### src/rtl/wave_sequencer_if.sv
// Control/config bundle between a sequencing master and wave_sequencer.
// The master programs the step table and controls runs; the sequencer reports status.
interface wave_sequencer_if #(
    parameter int DEPTH   = 4,
    parameter int DWELL_W = 8
);
    localparam int AW = (DEPTH > 1) ? $clog2(DEPTH) : 1;

    logic              cfg_we;
    logic [AW-1:0]     cfg_addr;
    logic [DWELL_W+1:0] cfg_data;
    logic [AW-1:0]     num_steps;
    logic              loop_en;
    logic              start;
    logic              stop;
    logic [1:0]        wave_choise;
    logic              busy;
    logic [AW-1:0]     step_idx;
    logic              step_pulse;
    logic              done;

    modport master (
        output cfg_we, cfg_addr, cfg_data, num_steps, loop_en, start, stop,
        input  wave_choise, busy, step_idx, step_pulse, done
    );

    modport slave (
        input  cfg_we, cfg_addr, cfg_data, num_steps, loop_en, start, stop,
        output wave_choise, busy, step_idx, step_pulse, done
    );
endinterface

### src/rtl/wave_sequencer.sv
// Programmable step-table sequencer driving signal_generator's 2-bit waveform select.
// Each step is {choice, dwell}; a step lasts dwell+1 cycles, run once or looped.
module wave_sequencer #(
    parameter int          DEPTH       = 4,
    parameter int          DWELL_W     = 8,
    parameter logic [1:0]  IDLE_CHOICE = 2'b00
) (
    input  logic           clk,
    input  logic           rst_n,
    wave_sequencer_if.slave bus
);
    localparam int AW = (DEPTH > 1) ? $clog2(DEPTH) : 1;
    localparam int EW = DWELL_W + 2;

    typedef enum logic {ST_IDLE, ST_RUN} state_t;

    state_t              state;
    logic [EW-1:0]       entry_q [DEPTH];
    logic [DWELL_W-1:0]  cnt;
    logic [AW-1:0]       last;
    logic [1:0]          choice_q;
    logic                busy_q;
    logic [AW-1:0]       idx_q;
    logic                pulse_q;
    logic                done_q;

    logic [AW-1:0]       next_idx;
    logic [EW-1:0]       next_entry;

    function automatic logic [1:0] entry_choice(input logic [EW-1:0] e);
        return e[EW-1:DWELL_W];
    endfunction

    function automatic logic [DWELL_W-1:0] entry_dwell(input logic [EW-1:0] e);
        return e[DWELL_W-1:0];
    endfunction

    // Step table; writes land any time and only matter when an entry is next loaded.
    always_ff @(posedge clk or negedge rst_n) begin
        if (!rst_n) begin
            for (int i = 0; i < DEPTH; i++) begin
                entry_q[i] <= '0;
            end
        end else if (bus.cfg_we) begin
            entry_q[bus.cfg_addr] <= bus.cfg_data;
        end
    end

    // Index of the entry loaded at the next segment boundary: 0 on start or wrap.
    always_comb begin
        next_idx = '0;
        if (state == ST_RUN && idx_q != last) begin
            next_idx = idx_q + 1'b1;
        end
        next_entry = entry_q[next_idx];
    end

    always_ff @(posedge clk or negedge rst_n) begin
        if (!rst_n) begin
            state    <= ST_IDLE;
            cnt      <= '0;
            last     <= '0;
            choice_q <= IDLE_CHOICE;
            busy_q   <= 1'b0;
            idx_q    <= '0;
            pulse_q  <= 1'b0;
            done_q   <= 1'b0;
        end else begin
            pulse_q <= 1'b0;
            done_q  <= 1'b0;
            case (state)
                ST_IDLE: begin
                    if (bus.start && !bus.stop) begin
                        last     <= bus.num_steps;
                        idx_q    <= '0;
                        choice_q <= entry_choice(next_entry);
                        cnt      <= entry_dwell(next_entry);
                        busy_q   <= 1'b1;
                        pulse_q  <= 1'b1;
                        state    <= ST_RUN;
                    end
                end
                ST_RUN: begin
                    if (bus.stop) begin
                        // Abort wins over any segment boundary in the same cycle.
                        choice_q <= IDLE_CHOICE;
                        busy_q   <= 1'b0;
                        idx_q    <= '0;
                        cnt      <= '0;
                        state    <= ST_IDLE;
                    end else if (cnt != '0) begin
                        cnt <= cnt - 1'b1;
                    end else if (idx_q != last || bus.loop_en) begin
                        idx_q    <= next_idx;
                        choice_q <= entry_choice(next_entry);
                        cnt      <= entry_dwell(next_entry);
                        pulse_q  <= 1'b1;
                    end else begin
                        choice_q <= IDLE_CHOICE;
                        busy_q   <= 1'b0;
                        idx_q    <= '0;
                        done_q   <= 1'b1;
                        state    <= ST_IDLE;
                    end
                end
                default: begin
                    state <= ST_IDLE;
                end
            endcase
        end
    end

    assign bus.wave_choise = choice_q;
    assign bus.busy        = busy_q;
    assign bus.step_idx    = idx_q;
    assign bus.step_pulse  = pulse_q;
    assign bus.done        = done_q;

endmodule
### src/flat_wrapper.sv
// flat-port wrapper written by rule: the top's interface ports become plain ports
module wave_sequencer_flat 
#(
    parameter int          DEPTH       = 4,
    parameter int          DWELL_W     = 8,
    parameter logic [1:0]  IDLE_CHOICE = 2'b00
)
  (clk, rst_n, bus_cfg_we, bus_cfg_addr, bus_cfg_data, bus_num_steps, bus_loop_en, bus_start, bus_stop, bus_wave_choise, bus_busy, bus_step_idx, bus_step_pulse, bus_done);
  wave_sequencer_if #(.DEPTH(DEPTH), .DWELL_W(DWELL_W)) bus_i ();
  input  logic clk;
  input  logic rst_n;
  input wire logic [$bits(bus_i.cfg_we)-1:0] bus_cfg_we;
  input wire logic [$bits(bus_i.cfg_addr)-1:0] bus_cfg_addr;
  input wire logic [$bits(bus_i.cfg_data)-1:0] bus_cfg_data;
  input wire logic [$bits(bus_i.num_steps)-1:0] bus_num_steps;
  input wire logic [$bits(bus_i.loop_en)-1:0] bus_loop_en;
  input wire logic [$bits(bus_i.start)-1:0] bus_start;
  input wire logic [$bits(bus_i.stop)-1:0] bus_stop;
  output wire logic [$bits(bus_i.wave_choise)-1:0] bus_wave_choise;
  output wire logic [$bits(bus_i.busy)-1:0] bus_busy;
  output wire logic [$bits(bus_i.step_idx)-1:0] bus_step_idx;
  output wire logic [$bits(bus_i.step_pulse)-1:0] bus_step_pulse;
  output wire logic [$bits(bus_i.done)-1:0] bus_done;
  assign bus_i.cfg_we = bus_cfg_we;
  assign bus_i.cfg_addr = bus_cfg_addr;
  assign bus_i.cfg_data = bus_cfg_data;
  assign bus_i.num_steps = bus_num_steps;
  assign bus_i.loop_en = bus_loop_en;
  assign bus_i.start = bus_start;
  assign bus_i.stop = bus_stop;
  assign bus_wave_choise = bus_i.wave_choise;
  assign bus_busy = bus_i.busy;
  assign bus_step_idx = bus_i.step_idx;
  assign bus_step_pulse = bus_i.step_pulse;
  assign bus_done = bus_i.done;
  wave_sequencer #(.DEPTH(DEPTH), .DWELL_W(DWELL_W), .IDLE_CHOICE(IDLE_CHOICE)) u_core (.clk(clk), .rst_n(rst_n), .bus(bus_i));
endmodule
### config.mk
export PLATFORM = sky130hd
export DESIGN_NAME = wave_sequencer_flat
export DESIGN_NICKNAME = d
export VERILOG_FILES = /design/src/rtl/wave_sequencer_if.sv /design/src/rtl/wave_sequencer.sv /design/src/flat_wrapper.sv
export SDC_FILE = /design/constraint.sdc
export NUM_CORES = 1
export LEC_CHECK = 0
export ABC_AREA = 1
export BUFFER_PORTS_ARGS = -buffer_cell sky130_fd_sc_hd__buf_2
export CAP_MARGIN = 40
export CORE_UTILIZATION = 50
export DETAILED_ROUTE_END_ITERATION = 12
export HOLD_SLACK_MARGIN = 0.1
export PLACE_DENSITY = 0.65
export SYNTH_ARGS = -nofsm -noshare
export SYNTH_HDL_FRONTEND = slang
export SYNTH_SLANG_ARGS = --single-unit
### constraint.sdc
create_clock -name clk -period 3.8 [get_ports clk]
set_clock_uncertainty 0.05 [all_clocks]
set_input_delay 0.57 -clock clk [delete_from_list [all_inputs] [get_ports clk]]
set_output_delay 0.57 -clock clk [all_outputs]
set_load 0.05 [all_outputs]
After elaboration in Yosys (flattened, before gate mapping)
Index checks and enable logic that the tools add are counted.
{"block": "totals", "out_inout_bits": 7, "wordCells": 74, "ff_bits": 58}
{"block": "classes", "bitwise": 3, "eq_ne": 5, "n_addsub": 2, "reduce_logical": 10, "mux": 39, "magnitude_cmp": 3}
{"cell": "$bwmux W40", "n": 1}
{"cell": "$mux W8", "n": 4}
{"cell": "$mux W10", "n": 3}
{"cell": "$bmux W10 S2", "n": 1}
{"cell": "$demux W10 S2", "n": 1}
{"cell": "$mux W2", "n": 9}
{"cell": "$pmux W8 S2", "n": 1}
{"cell": "$mux W1", "n": 14}
{"cell": "$pmux W2 S2", "n": 2}
{"cell": "$reduce_bool A8 Y1", "n": 1}
{"cell": "$sub A8 B1 Y8 const B", "n": 1}
{"cell": "$ge A3 B3 Y1 const B", "n": 2}
{"cell": "$ne A3 B3 Y1 const B", "n": 2}
{"cell": "$not A2 Y3", "n": 2}
{"cell": "$pmux W1 S2", "n": 3}
{"cell": "$reduce_and A2 Y1", "n": 3}
{"cell": "$ne A4 B4 Y1 const B", "n": 1}
{"cell": "$logic_and A1 B1 Y1", "n": 3}
{"cell": "$lt A3 B1 Y1 const B", "n": 1}
{"cell": "$reduce_and A3 Y1", "n": 1}
{"cell": "$add A2 B1 Y2 const B", "n": 1}
{"cell": "$ne A2 B1 Y1 const B", "n": 1}
{"cell": "$ne A2 B2 Y1", "n": 1}
{"cell": "$logic_not A1 Y1", "n": 1}
{"cell": "other kinds (2)", "n": 2}

Logic depth before layout (Yosys ltp)
Gate-level depths: netlist of run 1.
{"block": "logic_depth", "word_depth": 11, "depth_mapped": 12}

Worst setup path after synthesis of run 1
No wires, ideal clock.
{"block": "synth_path", "path_kind": "register to register", "from": "reg u_core.idx_q[0] (netlist: u_core.bus.step_idx[0])", "to": "reg u_core.choice_q[0] (netlist: u_core.bus.wave_choise[0])", "path_buffers": 1, "stages_incl_launch_ff": 9, "period_less_slack_ps": 1829, "arrival_time_ps": 1659, "path_slack_ps": 1971, "setup_ps": 120, "t_required_ps": 3630, "cell_sequence": "dfrtp_1 -> clkinv_1 -> nand3_1 -> buf_4 -> inv_1 -> nand2_1 -> nand3_1 -> nand3_1 -> nand2_1"}
{"block": "synth_via", "elab_chain_len": 11, "elab_cells_between_ends": 14, "cone_classes": "add/sub: 1; eq/ne: 1; mux: 9; bitwise: 1; reduce/logical: 2"}
{"element": "start, declared", "line_no": "wave_sequencer.sv:23", "source": "logic [AW-1:0] idx_q;"}
{"element": "start signal, assigned", "line_no": "wave_sequencer.sv:94", "source": "idx_q <= next_idx;"}
{"element": "branches (longest 10 deep; another with $add A2 B1 Y2)"}
{"element": "$pmux W2 S2 (*)", "line_no": "wave_sequencer.sv:71", "source": "case (state)"}
{"element": "end signal, assigned", "line_no": "wave_sequencer.sv:76", "source": "choice_q <= entry_choice(next_entry);"}
{"element": "end signal, assigned", "line_no": "wave_sequencer.sv:95", "source": "choice_q <= entry_choice(next_entry);"}
{"element": "end, declared", "line_no": "wave_sequencer.sv:21", "source": "logic [1:0] choice_q;"}
Every way passes the cells marked *. The select of a mux whose other input is x is not followed.
A chain may end at the register's enable or synchronous reset.

Worst setup path after layout of run 1
{"block": "layout_path", "from": "reg u_core.idx_q[0] (netlist: u_core.bus.step_idx[0])", "to": "reg u_core.choice_q[1] (netlist: u_core.bus.wave_choise[1])"}
The elaborated chain is that of the path after synthesis.

==> impl.org, run 1 <==
** Logic synthesis
- Synthesized-area fraction occupied by ao, oa, aoi and oai cells :: 9.84%
- The synthesized netlist devotes 28.9% of its cell area to simple gates.
- In the synthesized netlist, mux cells make up less than 1% of the area.
- Main combinational cell family by area after synthesis :: simple AND/OR/NAND/NOR gates
- In this run, synthesis inferred 0 flip-flops with an integrated enable.
- Synthesized area per cell :: 7.80 sq um
- Top_reg_cell synth :: dfrtp_1
- Area share of fa/ha/maj cells after synthesis :: less than 1%
- The cell area that synthesis handed to floorplanning was 2920 sq um.
- Post-synth cell types :: 26
- Fraction of the yosys area taken by sequential cells :: roughly 50%
- Synthesis inferred 58 register bits.
- Of the total synthesized cell area, the portion taken by XOR and XNOR cells is 1.50%.
- In the synthesized netlist, the number of instances is between 300 and 400.
- Yosys printed 0 warnings.
- Synthesis produced a netlist with a net count of 397.
- Ys async rst share :: 100%

** Critical path
- Crit path max fanout :: 22
- Worst flop-to-flop path endpoint :: u_core.bus.wave_choise[1]
- FF-to-FF setup slack :: about 1500 ps
- In this run the critical register-to-register path is launched from u_core.bus.step_idx[0].
- Worst Path Class, Setup :: flip-flop to flip-flop
- Worst setup SP type :: flip-flop
- Required time of the critical path :: approximately 4000 ps
- The worst setup path is captured at a flip-flop.
- At the worst endpoint, the arrival time is about 2500 ps.
- For the worst flop-to-flop path, the logic depth is 7.

** Finish
- Filler cell count :: 514
- After the last flow step, the layout net total stands at 420.
- Leading cell types in the layout, fill and taps excluded :: 113 x nand2_1, 58 x dfrtp_1, 46 x inv_1, 46 x o21ai_0, 36 x nand3_1
- Leaving out fill and tap cells, the most frequent cell in the layout is nand2_1.
- Layout cells sized above 1 :: between 10 and 15%
- Diodes inserted :: 0
- In the final layout, the multi-input gates occupy between 1000 and 1500 sq um.
- Area added between synthesis and finish :: 13.9%
- Total area of sequential cells :: about 1500 sq um

** Pwr
- PD cells :: around 770 nW/um^2
- The analysis attributes to cell leakage a power of between 0.0015 and 0.002 uW.
- IR analysis of the VDD net gives a maximum drop of around 370 uV.

** CTS
- Clock transition at the registers of the reported paths :: about 60 ps
- CTS built an H-tree with a depth of 3.
- Number of instances resized during post-cts repair :: 0
- Once the clock tree was built, the setup fixing pass inserted 0 buffers.
- CTS sink count :: 58
- Clock root cell :: clkbuf_8
- Counting along the longest clock path gives a buffer depth of 2.
- TritonCTS clock tree :: yes
- At the later pin of the worst-skew pair, clock insertion delay measures around 330 ps.
- TritonCTS created 9 clock buffers.
- Count of hold buffers inserted by post-cts repair :: 0

** Flow run
- MaxCap Viol Count :: 0

** Detailed routing
- Routed wire length :: around 6.3 mm
- Total number of vias :: 2473
- The detail route stage leaves a number of antenna-violating nets equal to 0.
- Vias per std cell :: around 5.2
- TritonRoute pass-1 iters :: 4
- In this run, the number of DRC markers left after iteration 0 of detailed routing was 158.
- In the final routed layout, each cell accounts on average for between 10 and 15 um.
- Detailed-route DRC error count :: 0

** Timing
- At the pin with the least slew margin, the transition time is approximately 740 ps.
- Final worst setup slack :: about 1500 ps
- Setup_tns :: 0 ps
- Relative max-transition margin :: between 50% and 60%
- Setup repair after global routing left no endpoint under its margin.
- The hold violation total from the final report came to 0.
- Number of setup violations in the final report :: 0
- Fraction of the cycle the final worst path needs :: just over 60%
- The number of max-slew violations in the final report came to 0.
- The routed design could run at a clock period as short as 2320 ps.
- Fmax :: about 0.43 GHz

** Floorplan
- Number of placement rows :: 27
- From left edge to right edge, the die measures just under 80 um.
- Vertical extent of the die :: slightly below 80 um
- The die covers between 6000 and 7000 sq um.
- Once the floorplan was initialized, standard cells occupied a little over half of the core.
- Standard cell core area :: around 5600 sq um
- Boundary pin count :: 27

** Worst hold path
- The path class of the tightest hold or removal check is input pin to asynchronous set/reset pin.

** Status
- Outcome :: completed

** GRT
- For this run the aggregate overflow at the end of global routing stands at 0.
- The first global-routing pass estimated approximately 11 mm of wire.
- Entering global routing, the biggest net connects 39 pins.
- Number of antenna violations at the first check in global routing :: 0
- Gr usage total :: approximately a quarter
- The number of global-route vias before repair was 2362.

** Placement
- Worst slack, placed :: roughly 1500 ps
- Routability-driven placement finished with a final weighted congestion of between 0.7 and 0.8.
- The wire-length estimate of the detail-placed layout is about 4.4 mm.
- During placement, the flow inserted port buffers numbering 26.
-- critical path: stages (launching register included) --
cell and delay [ps]:
dfrtp_1 410, clkinv_1 430, nand3_1 760, inv_1 220
nand2_1 120, nand3_1 70, nand3_1 100, nand2_1 50
-- how the worst max path moves through the flow --
stage | from | cells past startpoint | slack (ps) | to
6_report | u_core.bus.step_idx[0] | 7 | 1480 | u_core.bus.wave_choise[1]
5_1_grt | u_core.bus.step_idx[1] | 10 | 1190 | u_core.cnt[0]
4_1_cts | u_core.bus.step_idx[0] | 8 | 1520 | u_core.bus.wave_choise[1]
3_5_place_dp | u_core.bus.step_idx[0] | 7 | 1540 | u_core.bus.wave_choise[1]
3_3_place_gp | u_core.bus.step_idx[0] | 7 | 1560 | u_core.bus.wave_choise[0]
2_1_floorplan | u_core.bus.step_idx[0] | 8 | 1970 | u_core.bus.wave_choise[0]
-- layout make-up --
| class | instances | share of cell area (%) |
|---|---|---|
| Clock buffer | 12 | 4.96 |
| Clock inverter | 4 | 2.18 |
| Inverter | 48 | 5.41 |
| Multi-Input combinational cell | 253 | 36.4 |
| Sequential cell | 58 | 43.6 |
| Tap cell | 72 | 2.70 |
| Timing Repair Buffer | 28 | 4.73 |
-- per-stage QoR --
stage	utilization, %	cell area [sq um]	power [uW]	hold WS (ps)	std cells
floorplan	-	2920	1710	224	375
global placement	55.1	3070	1890	399	458
detailed placement	55.5	3090	1900	411	459
CTS	59.8	3330	2570	175	475
global route	59.8	3330	2780	177	475
finish	59.8	3330	2570	166	475
-- state kept, by name, summed over array words and instances (netlist names) --
register / flops
u_core.bus.busy: 1
u_core.bus.done: 1
u_core.bus.step_idx: 2
u_core.bus.step_pulse: 1
u_core.bus.wave_choise: 2
u_core.cnt: 8
u_core.entry_q: 40
u_core.last: 2
u_core.state: 1
-- cells in the mapped netlist (all sizes together) (2+ instances only) --
master / count / area (sq um)
nand2: 117 / 449
dfrtp: 58 / 1450
o21ai: 48 / 240
inv: 47 / 176
nand3: 37 / 190
nand4: 17 / 106
nor2: 14 / 80.1
clkbuf: 10 / 37.5
a21oi: 7 / 35.0
buf: 6 / 41.3
xor2: 3 / 26.3
and2: 2 / 12.5
ha: 2 / 25.0
o22ai: 2 / 12.5
xnor2: 2 / 17.5
-- cells by family (layout without fill, tap and decap cells) --
| kind of cell | Yosys count | in the layout |
|---|---|---|
| and+or+nand+nor | 188 | 188 |
| buffers and inverters | 64 | 92 |
| DFF | 58 | 58 |
| AOI/OAI and AO/OA | 57 | 57 |
| xor gates and xnor gates | 5 | 5 |
| adders and majority gates | 2 | 2 |
| muxes | 1 | 1 |
-- report_power, final --
group,switching (uW),internal [uW],total [uW]
combinational,680,332,1010
sequential,127,768,894
clock,240,422,662
total,1050,1520,2570
-- metal layers --
metal	track usage [%]	vias up	wire, um
met3	4.42	13	281
met4	11.9	0	125
met1	33.5	1149	3230
li1	-	1249	-
met5	0	-	0
met2	34.9	62	2680
(Power assumes the default switching activity.)
==> run 2: changes to the inputs <==
==> constraint.sdc (replaced) <==
create_clock -name clk -period 2.14 [get_ports clk]
set_clock_uncertainty 0.05 [all_clocks]
set_input_delay 0.321 -clock clk [delete_from_list [all_inputs] [get_ports clk]]
set_output_delay 0.321 -clock clk [all_outputs]
set_load 0.05 [all_outputs]
==> impl.org, run 2 (same netlist as run 1, synthesis figures left out) <==
** Finish
- The number of antenna diodes was 0 (unchanged).
- Total area of sequential cells :: 1450 sq um (unchanged)
- The final layout net count is 428 (was 420).
- Leading cell types in the layout, fill and taps excluded :: 113 x nand2_1, 58 x dfrtp_1, 46 x inv_1, 46 x o21ai_0, 36 x nand3_1 (unchanged)
- Most common cell after layout, fill and taps aside :: nand2_1 (unchanged)
- Flip-flop count of the largest register after layout :: 40 (unchanged)
- The register with the most flip-flops was u_core.entry_q (unchanged).
- Layout cells sized above 1 :: 15.1% (was 13.9%)
- The area of the multi-input gates is 1210 sq um (unchanged).
- Area added between synthesis and finish :: 14.8% (was 13.9%)
- The number of inserted filler cells in the final layout came to 520 (was 514).
- Leading registers by flop count: u_core.entry_q x40, u_core.cnt x8 (unchanged).

** Detailed routing
- The aggregate routed wire length is 6.42 mm (was 6.31 mm).
- Number of DRC markers after the initial detailed-route iteration :: 162 (was 158)
- The number of vias in the routed layout was 2466 (was 2473).
- Antenna Nets Post-Route :: 0 (unchanged)
- TritonRoute pass-1 iters :: 4 (unchanged)
- Vias per std cell :: 5.11 (was 5.21)
- The number of design rule violations left after detail routing was 0 (unchanged).
- The wire length per cell was 13.3 um (about the same).

** CTS
- The TritonCTS clock tree is yes (unchanged).
- Clock root cell :: clkbuf_8 (unchanged)
- The deepest clock path buffer count came to 2 (unchanged).
- The number of setup buffers added after CTS came to 0 (unchanged).
- The clock latency on the worst-skew pair came to 340 ps (was 330 ps).
- The count of instances resized after the clock tree is built came to 0 (unchanged).
- The clock-pin transition on the worst setup and hold timing paths is 70 ps (was 60 ps).
- The total CTS buffers was 9 (unchanged).
- The clock sink total came to 58 (unchanged).
- CTS H-tree lvls :: 3 (unchanged)

** Floorplan
- Standard cell core area :: 5570 sq um (unchanged)
- The starting utilization of the core area is 52.5% (unchanged).
- The die width was 78.5 um (unchanged).
- The vertical die dimension is 78.5 um (unchanged).
- The floorplan die area is 6160 sq um (unchanged).
- The total I/O pin count is 27 (unchanged).
- Number of placement rows :: 27 (unchanged)

** Placement
- The worst slack at placement is 321 ps (was 1540 ps).
- Estimated wirelength of the detail-placed design :: 4.40 mm (was 4.42 mm)
- Global placer's final weighted congestion :: 0.839 (was 0.798)
- Count of input and output buffers :: 26 (unchanged)

** Pwr
- The static leakage is 0.00177 uW (was 0.00175 uW).
- Peak ir drop on the vdd network :: 580 uV (was 365 uV)
- The power density relative to cell area was 1330 nW/um^2 (was 771 nW/um^2).

** Status
- Outcome: completed (unchanged).

** Timing
- Number of setup violations in the final report :: 0 (unchanged)
- The hold violation total from the final report is 0 (unchanged).
- Unrepaired setup endpoints after global routing: false (unchanged).
- Fmax :: 0.546 GHz (was 0.432 GHz)
- Relative max-transition margin :: 65.4% (was 50.2%)
- The shortest clock period the worst path allows after layout is 1830 ps (was 2320 ps).
- Setup_tns :: 0 ps (unchanged)
- The slack of the critical path came to 308 ps (was 1480 ps).
- Final max-slew violation count :: 0 (unchanged)
- The ratio of final minimum period to clock period was 85.6% (was 60.9%).
- The transition time at the pin with the least slew margin is 519 ps (was 745 ps).

** Critical path
- Required time of the critical path :: 2320 ps (was 3970 ps)
- The critical-path maximum fanout came to 17 (was 22).
- The kind of end point of the critical path is a flip-flop (unchanged).
- Worst Path Class, Setup :: flip-flop to flip-flop (unchanged)
- The critical path data arrival time is 2010 ps (was 2490 ps).
- Critical path cell sequence: inv_1 > nand2_1 > nand2_1 > nand2_2 > buf_4 > nand2_2 > nor2_4 > nand3_1 > nand2_1 > nand2_1 > nand2_1 > nand2_1 (was clkinv_1 > nand3_1 > inv_1 > nand2_1 > nand3_1 > nand3_1 > nand2_1).
- Largest stage delay on the critical path :: 410 ps (was 760 ps)
- WP buf/inv :: 2 (unchanged)
- Worst setup SP type :: flip-flop (unchanged)
- Crit-path most repeated cell :: nand2_1 (was nand3_1)
- Worst-path cell with the longest stage delay :: dfrtp_1 (was nand3_1)
- Largest delay share family, worst path :: simple AND/OR/NAND/NOR gates (unchanged)

** GRT
- The final global-route overflow total was 0 (unchanged).
- The number of global-route vias before repair was 2333 (was 2362).
- Number of antenna violations at the first check in global routing :: 0 (unchanged)
- Gr usage total :: 23.5% (was 23.7%)
- Global-route wire length before repair :: 10.9 mm (was 11.2 mm)
- The maximum number of pins on one net before global-route repair was 39 (unchanged).

** Worst hold path
- Hold Path Class :: input pin to flip-flop (was input pin to asynchronous set/reset pin)

** Flow run
- The number of max-cap violations came to 0 (unchanged).
-- run 2: timing repair --
action	CTS	global route
hold endpoints to repair	20	0
hold buffers	1	0
endpoints found under the setup margin	0	0
-- run 2: layer usage --
metal | GRT usage [%] | part of all wire, %
met1 | 32.4 | 50
met2 | 35.7 | 44
met3 | 3.84 | 4.1
met4 | 12.0 | 1.9
met5 | 0 | 0
-- run 2: stage by stage --
step	hold WS, ps	total power [uW]	area, sq um	instances	util (%)
after CTS	157	4480	3360	483	60.2
after global routing	164	4820	3360	483	60.2
after detailed placement	273	3480	3150	466	56.4
after floorplan	-24.6	3040	2920	375	-
after global placement	278	3450	3150	466	56.4
final	164	4460	3360	483	60.2
-- run 2: final cells by class --
class,instances,share of cell area (%)
flip-flops and latches,58,43.2
multi-input cells,253,36.2
repair buffers,36,6.56
clock buffers,15,5.85
inverters,48,5.37
well taps,72,2.68
clock inverters,1,0.149
-- run 2: worst paths after layout --
path,start,end,slack (ps),cells after the start
max in group asynchronous,rst_n,u_core.entry_q[33],1020,3
max,u_core.bus.step_idx[1],u_core.cnt[6],310,12
min reg2reg,u_core.bus.busy,u_core.bus.busy,430,2
min in group asynchronous,rst_n,u_core.last[1],440,2
max reg2reg,u_core.bus.step_idx[1],u_core.cnt[6],310,12
min,bus_num_steps[0],u_core.last[0],160,2
-- run 2: power breakdown --
group | internal (uW) | total (uW) | switching, uW
combinational | 639 | 1930 | 1290
sequential | 1360 | 1540 | 175
clock | 577 | 993 | 416
-- run 2: worst reg2reg max path, delay by kind of cell, from the launching register on --
family | cells | cell delay, ps
DFF | 1 | 410
buffers and inverters | 2 | 330
and+or+nand+nor | 10 | 940
